### src/rtl/stopwatch_pkg.sv
// Purpose: shared types and constants for the MM:SS stopwatch time base.
// Latency: n/a (declarations only).
// Backpressure: n/a (no flow control).
package stopwatch_pkg;

    // One BCD digit.
    typedef logic [3:0] bcd_t;

    // Controller state, 2-bit encoding.
    typedef enum logic [1:0] {
        PAUSED = 2'd0,
        RUN    = 2'd1,
        ADJUST = 2'd2
    } state_t;

    localparam bcd_t BCD_MAX    = 4'd9;
    localparam int   DEF_MAX_MT = 5;
    localparam int   DEF_MAX_ST = 5;

endpackage

### src/rtl/stopwatch_counter_bcd_digit.sv
// Purpose: one BCD counter digit with clear, increment and a programmable top value.
// Latency: value updates one cycle after inc/clear; carry_out is combinational from inc.
// Backpressure: none; every qualified inc is consumed the cycle it is presented.
//
// Ports: clk, rst_n (async active-low), clear (sync zero, beats inc), inc,
//        limit (top value, clamped to 9), value (digit), carry_out (inc at/over top).
module bcd_digit
    import stopwatch_pkg::*;
(
    input  logic       clk,
    input  logic       rst_n,
    input  logic       clear,
    input  logic       inc,
    input  logic [3:0] limit,
    output logic [3:0] value,
    output logic       carry_out
);

    bcd_t lim_eff;
    logic at_top;

    // A limit above 9 would let the digit leave BCD, so clamp it here.
    assign lim_eff = (limit > BCD_MAX) ? BCD_MAX : limit;

    // ">=" rather than "==" so an out-of-range value rolls to 0 on its next increment.
    assign at_top    = (value >= lim_eff);
    assign carry_out = inc && at_top && !clear;

    always_ff @(posedge clk or negedge rst_n) begin
        if (!rst_n) begin
            value <= '0;
        end else if (clear) begin
            value <= '0;
        end else if (inc) begin
            value <= at_top ? '0 : value + 4'd1;
        end
    end

endmodule

### src/rtl/stopwatch_counter.sv
// Purpose: MM:SS stopwatch time base (run/pause, clear, adjust) feeding a 4-digit display mux.
// Latency: one cycle from a qualifying tick/pulse to the registered digit and status outputs.
// Backpressure: none; ticks and pulses are sampled every cycle and never stalled.
//
// Ports: CLK, RST_N (async active-low), TICK_1HZ/TICK_2HZ (one-cycle ticks),
//        PAUSE/CLR (one-cycle pulses), ADJ/SEL (levels), MT/MO/ST/SO (BCD digits),
//        DISP_EN (blinks in adjust), RUNNING, WRAP (rollover pulse).
// Optional: define STOPWATCH_LAP_EN to add the LAP input (freeze displayed digits).
module stopwatch_counter
    import stopwatch_pkg::*;
#(
    parameter int MAX_MT = DEF_MAX_MT,
    parameter int MAX_ST = DEF_MAX_ST
) (
    input  logic       CLK,
    input  logic       RST_N,
    input  logic       TICK_1HZ,
    input  logic       TICK_2HZ,
    input  logic       PAUSE,
    input  logic       CLR,
    input  logic       ADJ,
    input  logic       SEL,
`ifdef STOPWATCH_LAP_EN
    input  logic       LAP,
`endif
    output logic [3:0] MT,
    output logic [3:0] MO,
    output logic [3:0] ST,
    output logic [3:0] SO,
    output logic       DISP_EN,
    output logic       RUNNING,
    output logic       WRAP
);

    localparam bcd_t MT_LIM = bcd_t'(MAX_MT);
    localparam bcd_t ST_LIM = bcd_t'(MAX_ST);

    state_t state, next_state;
    logic   tick_run, adj_step, blink_tgl;
    logic   so_inc, st_inc, mo_inc, mt_inc;
    logic   so_c, st_c, mo_c, mt_c;
    bcd_t   so_q, st_q, mo_q, mt_q;

    // ADJ outranks PAUSE and ticks; CLR outranks everything and holds the state.
    assign tick_run  = (state == RUN) && TICK_1HZ && !CLR && !ADJ;
    assign adj_step  = (state == ADJUST) && ADJ && TICK_2HZ && !CLR;
    assign blink_tgl = (state == ADJUST) && ADJ && TICK_2HZ;

    // Seconds digits always chain; the seconds-to-minutes carry only exists while running,
    // so an adjust step never spills from one field into the other.
    assign so_inc = tick_run || (adj_step && !SEL);
    assign st_inc = so_c;
    assign mo_inc = (tick_run && st_c) || (adj_step && SEL);
    assign mt_inc = mo_c;

    bcd_digit u_so (.clk(CLK), .rst_n(RST_N), .clear(CLR), .inc(so_inc), .limit(BCD_MAX),
                    .value(so_q), .carry_out(so_c));
    bcd_digit u_st (.clk(CLK), .rst_n(RST_N), .clear(CLR), .inc(st_inc), .limit(ST_LIM),
                    .value(st_q), .carry_out(st_c));
    bcd_digit u_mo (.clk(CLK), .rst_n(RST_N), .clear(CLR), .inc(mo_inc), .limit(BCD_MAX),
                    .value(mo_q), .carry_out(mo_c));
    bcd_digit u_mt (.clk(CLK), .rst_n(RST_N), .clear(CLR), .inc(mt_inc), .limit(MT_LIM),
                    .value(mt_q), .carry_out(mt_c));

    always_comb begin
        next_state = state;
        if (!CLR) begin
            if (ADJ) begin
                next_state = ADJUST;
            end else begin
                case (state)
                    ADJUST:  next_state = PAUSED;
                    PAUSED:  next_state = PAUSE ? RUN : PAUSED;
                    RUN:     next_state = PAUSE ? PAUSED : RUN;
                    default: next_state = PAUSED;
                endcase
            end
        end
    end

    // DISP_EN doubles as the blink flop: it only toggles while staying in ADJUST.
    always_ff @(posedge CLK or negedge RST_N) begin
        if (!RST_N) begin
            state   <= PAUSED;
            RUNNING <= 1'b0;
            DISP_EN <= 1'b1;
            WRAP    <= 1'b0;
        end else begin
            state   <= next_state;
            RUNNING <= (next_state == RUN);
            DISP_EN <= (next_state == ADJUST) ? (DISP_EN ^ blink_tgl) : 1'b1;
            WRAP    <= tick_run && mt_c;
        end
    end

`ifdef STOPWATCH_LAP_EN
    logic frozen;
    bcd_t lap_mt, lap_mo, lap_st, lap_so;

    // The snapshot is the count before any same-cycle tick, i.e. what is on display now.
    always_ff @(posedge CLK or negedge RST_N) begin
        if (!RST_N) begin
            frozen <= 1'b0;
            lap_mt <= '0;
            lap_mo <= '0;
            lap_st <= '0;
            lap_so <= '0;
        end else if (CLR || ADJ) begin
            frozen <= 1'b0;
        end else if (LAP) begin
            if (frozen) begin
                frozen <= 1'b0;
            end else if (state == RUN) begin
                frozen <= 1'b1;
                lap_mt <= mt_q;
                lap_mo <= mo_q;
                lap_st <= st_q;
                lap_so <= so_q;
            end
        end
    end

    assign MT = frozen ? lap_mt : mt_q;
    assign MO = frozen ? lap_mo : mo_q;
    assign ST = frozen ? lap_st : st_q;
    assign SO = frozen ? lap_so : so_q;
`else
    assign MT = mt_q;
    assign MO = mo_q;
    assign ST = st_q;
    assign SO = so_q;
`endif

endmodule

### config.mk
export PLATFORM = sky130hd
export DESIGN_NAME = stopwatch_counter
export DESIGN_NICKNAME = d
export VERILOG_FILES = /design/src/rtl/stopwatch_pkg.sv /design/src/rtl/stopwatch_counter_bcd_digit.sv /design/src/rtl/stopwatch_counter.sv
export SDC_FILE = /design/constraint.sdc
export NUM_CORES = 1
export LEC_CHECK = 0
export ABC_AREA = 1
export BUFFER_PORTS_ARGS = -buffer_cell sky130_fd_sc_hd__buf_2
export CAP_MARGIN = 40
export CELL_PAD_IN_SITES_DETAIL_PLACEMENT = 1
export CELL_PAD_IN_SITES_GLOBAL_PLACEMENT = 1
export CORE_AREA = 2 2 60 62
export CTS_CLUSTER_SIZE = 8
export DETAILED_ROUTE_END_ITERATION = 6
export DIE_AREA = 0 0 62 64
export PLACE_DENSITY = 0.83
export SYNTH_ARGS = -nofsm -noshare
export SYNTH_HDL_FRONTEND = slang
export SYNTH_SLANG_ARGS = --single-unit
### constraint.sdc
create_clock -name CLK -period 2.3 [get_ports CLK]
set_input_delay 0.46 -clock CLK [delete_from_list [all_inputs] [get_ports CLK]]
set_output_delay 0.46 -clock CLK [all_outputs]
set_load 0.1 [all_outputs]
==> impl_summary.txt <==
----------------------------------------------------
[GRT]
  Global route overflow ... 0
  Global-route wire length before repair ... between 5000 and 6000 µm
  Number of global-route vias before repair ... 1199
  Initial antenna violation count ... 0
  GR Util All Layers ... 0.177
  Maximum number of pins on one net before global-route repair ... 22

[CTS]
  Number of buffers inserted during clock tree synthesis ... 3
  Clock latency reported for the late side of the worst-skew pair ... 0.30 ns
  Post-CTS Hold Buffers ... 0
  Resized cells post-CTS ... 0
  H-tree depth ... 1
  Root buffer cell ... sky130_fd_sc_hd__clkbuf_4
  Total number of clock tree sinks ... 21
  Number of post-CTS setup repair buffers ... 0
  Longest Clk Path Bufs ... 2
  CTS tree ... built
  Worst-path clk slew ... ~0.12 ns

[Pwr]
  Switching share of power ... 0.391
  Clock network fraction of design power ... 0.217
  P per Cell Area ... between 500 and 600 nW/µm²
  Tot Pwr ... a little over 0.0008 W
  Register share of total power ... 0.496
  Worst vdd rail ir drop ... 0.408 mV
  Cell leakage power ... 0.845 nW
  Combinational share of power ... 0.286
  Pint ... 0.000505 W
  Net switching power figure ... 0.000325 W

[Logic synthesis]
  Cells after Synth ... approximately 160
  Unique masters post-synth ... 25
  Top-area cell type share of the netlist area ... 0.370
  Synth Cell Area ... 1350 µm²
  Post-synth top cells ... sky130_fd_sc_hd__nand2_1 (29), sky130_fd_sc_hd__inv_1 (26), sky130_fd_sc_hd__nand3_1 (21)
  Leading post-synthesis cells by cell area ... sky130_fd_sc_hd__dfrtp_1 (37%), sky130_fd_sc_hd__ha_1 (11%), sky130_fd_sc_hd__nand2_1 (8.1%)
  Syn_nets ... 182
  Seq/Total Area, Yosys ... 0.390
  Most repeated cell in the gate-level netlist after synthesis ... sky130_fd_sc_hd__nand2_1
  Post-synthesis async set-or-reset flop share ... 1.00
  Dominant synthesized flop cell ... sky130_fd_sc_hd__dfrtp_1
  Flip-flop and latch count after synthesis ... 21
  Mean instance size in the synthesized netlist ... 8.34 µm²
  Cell taking the most area after synthesis ... sky130_fd_sc_hd__dfrtp_1
  Number of warnings issued by yosys ... 0
  Number of synthesized flops with an enable pin ... 0

[Drt]
  Met1 Wirelength ... 1290 µm
  Total wire length ... ~3000 µm
  Number of DRC violations after detailed routing ... 0
  Detailed-router iteration count before antenna repair ... 4
  Antenna violation net count after detailed routing ... 0
  Routed length on met2 ... 1630 µm
  Met3 WL post-DR ... just under 80 µm
  Drt initial violations ... 48
  Routed WL per cell ... 12.9 µm
  Total number of vias ... roughly 1200
  Post-DR vias/cell ... just under 5
  Highest Signal Layer ... met4

[Critical path]
  Setup slack of the most critical reg-to-reg path ... 0.66 ns
  Critical path required time ... 1.84 ns
  Cell with the biggest individual delay on the critical path ... sky130_fd_sc_hd__dfstp_2
  Critical Path Start Type ... flop
  Family of cells with the greatest summed delay on the critical path ... flip-flops
  Critical path arrival ... 1.28 ns
  Biggest cell delay along the critical path ... between 0.5 and 0.6 ns
  Total buffers and inverters traversed by the critical path ... 1
  Start-to-end type of the worst setup path ... reg -> out
  Cells along the critical path ... buf_2
  Critical path fanouts, max ... 2
  CP Capture Type ... output pin

[STA]
  Rel. slew slack ... 0.673
  Max-slew violations ... 0
  Setup violators final ... 0
  Number of hold violations in the final report ... 0
  Period utilization ... 0.755
  Setup repair after global routing missed its margin ... no
  Post-route setup TNS ... 0 ns
  Peak Freq ... 576 MHz
  Fin crit period ... 1.74 ns
  Setup Skew ... 0.00910 ns
  Measured slew at the worst slew-check pin ... 0.491 ns

[Layout]
  Syn-to-layout area delta ... 14.2%
  Post-route standard cell area excluding fillers ... ~1500 µm²
  Fin cells ... 236
  Layout cells sized above 1 ... 0.253
  Final Core Density ... 0.470
  Number of diodes added for antenna fixing ... 0
  Layout net count ... 211
  Fillcell total ... 429

[Floorplanning]
  Die span in x ... about 62 µm
  Core region area ... ~3300 µm²
  Starting utilization of the core area ... 0.411
  I/O pin count ... 27
  FP Rows ... 21
  Die Span Y ... 64 µm
  Area enclosed by the die boundary ... 3970 µm²

[Outcome]
  Result of the run ... finished clean

[Flow run]
  Max-cap violations ... 0

[Place]
  Weighted congestion reported at the end of routability-driven placement ... 0.775
  HPWL Detailed ... about 2500 µm
  Placed instance count ... 232
  Input/output buffers ... 26
  Post-Place Cell Area ... 1520 µm²

[Hold path]
  Type of the most critical hold path ... in -> async

----------------------------------------------------
sequential cells by signal (all words and copies together) (netlist names):
register / cells
u_st.value: 4
u_so.value: 4
u_mt.value: 4
RUNNING: 1
WRAP: 1
u_mo.value: 4
DISP_EN: 1
state: 2
area by class of cell:
type                       count  area (µm²)  share of cell area
tap                           46        57.6              0.0373
sequential                    21         527               0.341
timing repair buffer          26         130              0.0843
inverter                      28         105              0.0681
multi-input combinational    111         697               0.452
clock buffer                   4        26.3              0.0170
worst paths after layout:
kind | startpoint | end | depth (start not counted)
max in group asynchronous | RST_N | DISP_EN | 1
setup reg to reg | u_mo.value[0] | u_mt.value[1] | 8
hold / removal | RST_N | u_st.value[0] | 1
hold reg to reg | u_st.value[3] | u_st.value[3] | 2
setup / recovery | DISP_EN | DISP_EN | 1
min in group CLK | PAUSE | state[0] | 4
cells in the final DEF, fill, tap and decap left out, drive strengths merged:
| cell type | Yosys | routed |
|---|---|---|
| nand2 | 35 | 35 |
| inv | 28 | 28 |
| buf | 2 | 26 |
| nand3 | 25 | 25 |
| dfrtp | 20 | 20 |
| ha | 12 | 12 |
| nor2 | 10 | 10 |
| o21ai | 9 | 9 |
| xor2 | 5 | 5 |
| nand4 | 5 | 5 |
| clkbuf | 0 | 4 |
| nor3 | 4 | 4 |
| a21oi | 2 | 2 |
| xnor2 | 2 | 2 |
| dfstp | 1 | 1 |
| a31oi | 1 | 1 |
| or2 | 1 | 1 |
cell families after synthesis:
kind of cell,after synthesis,share of synthesized area
buffers and inverters,30,0.0944
XOR/XNOR,7,0.0454
AO/OA/AOI/OAI,12,0.0500
AND/OR/NAND/NOR,80,0.309
flip-flops,21,0.390
adder cells (fa/ha/maj),12,0.111
power groups by stage:
| stage | Combinational [W] | Sequential [W] | Clock, W |
|---|---|---|---|
| finish | 0.000238 | 0.000412 | 0.000180 |
| global route | 0.000257 | 0.000416 | 0.000212 |
| CTS | 0.000242 | 0.000413 | 0.000188 |
| detailed placement | 0.000241 | 0.000420 | 0 |
| global placement | 0.000232 | 0.000418 | 0 |
| floorplan | 0.0000837 | 0.000523 | 0 |
metal layers:
layer	track usage	vias to the layer above
met5	0	-
met4	0.0452	0
met3	0.0263	4
met2	0.320	18
met1	0.210	570
li1	-	571
through the flow:
stage | hold slack, ns | setup WS [ns]
finish | 0.0955 | 0.563
global route | 0.108 | 0.413
CTS | 0.114 | 0.544
detailed placement | 0.455 | 0.659
global placement | 0.455 | 0.700
floorplan | 0.164 | 0.177
(Power assumes the default switching activity.)
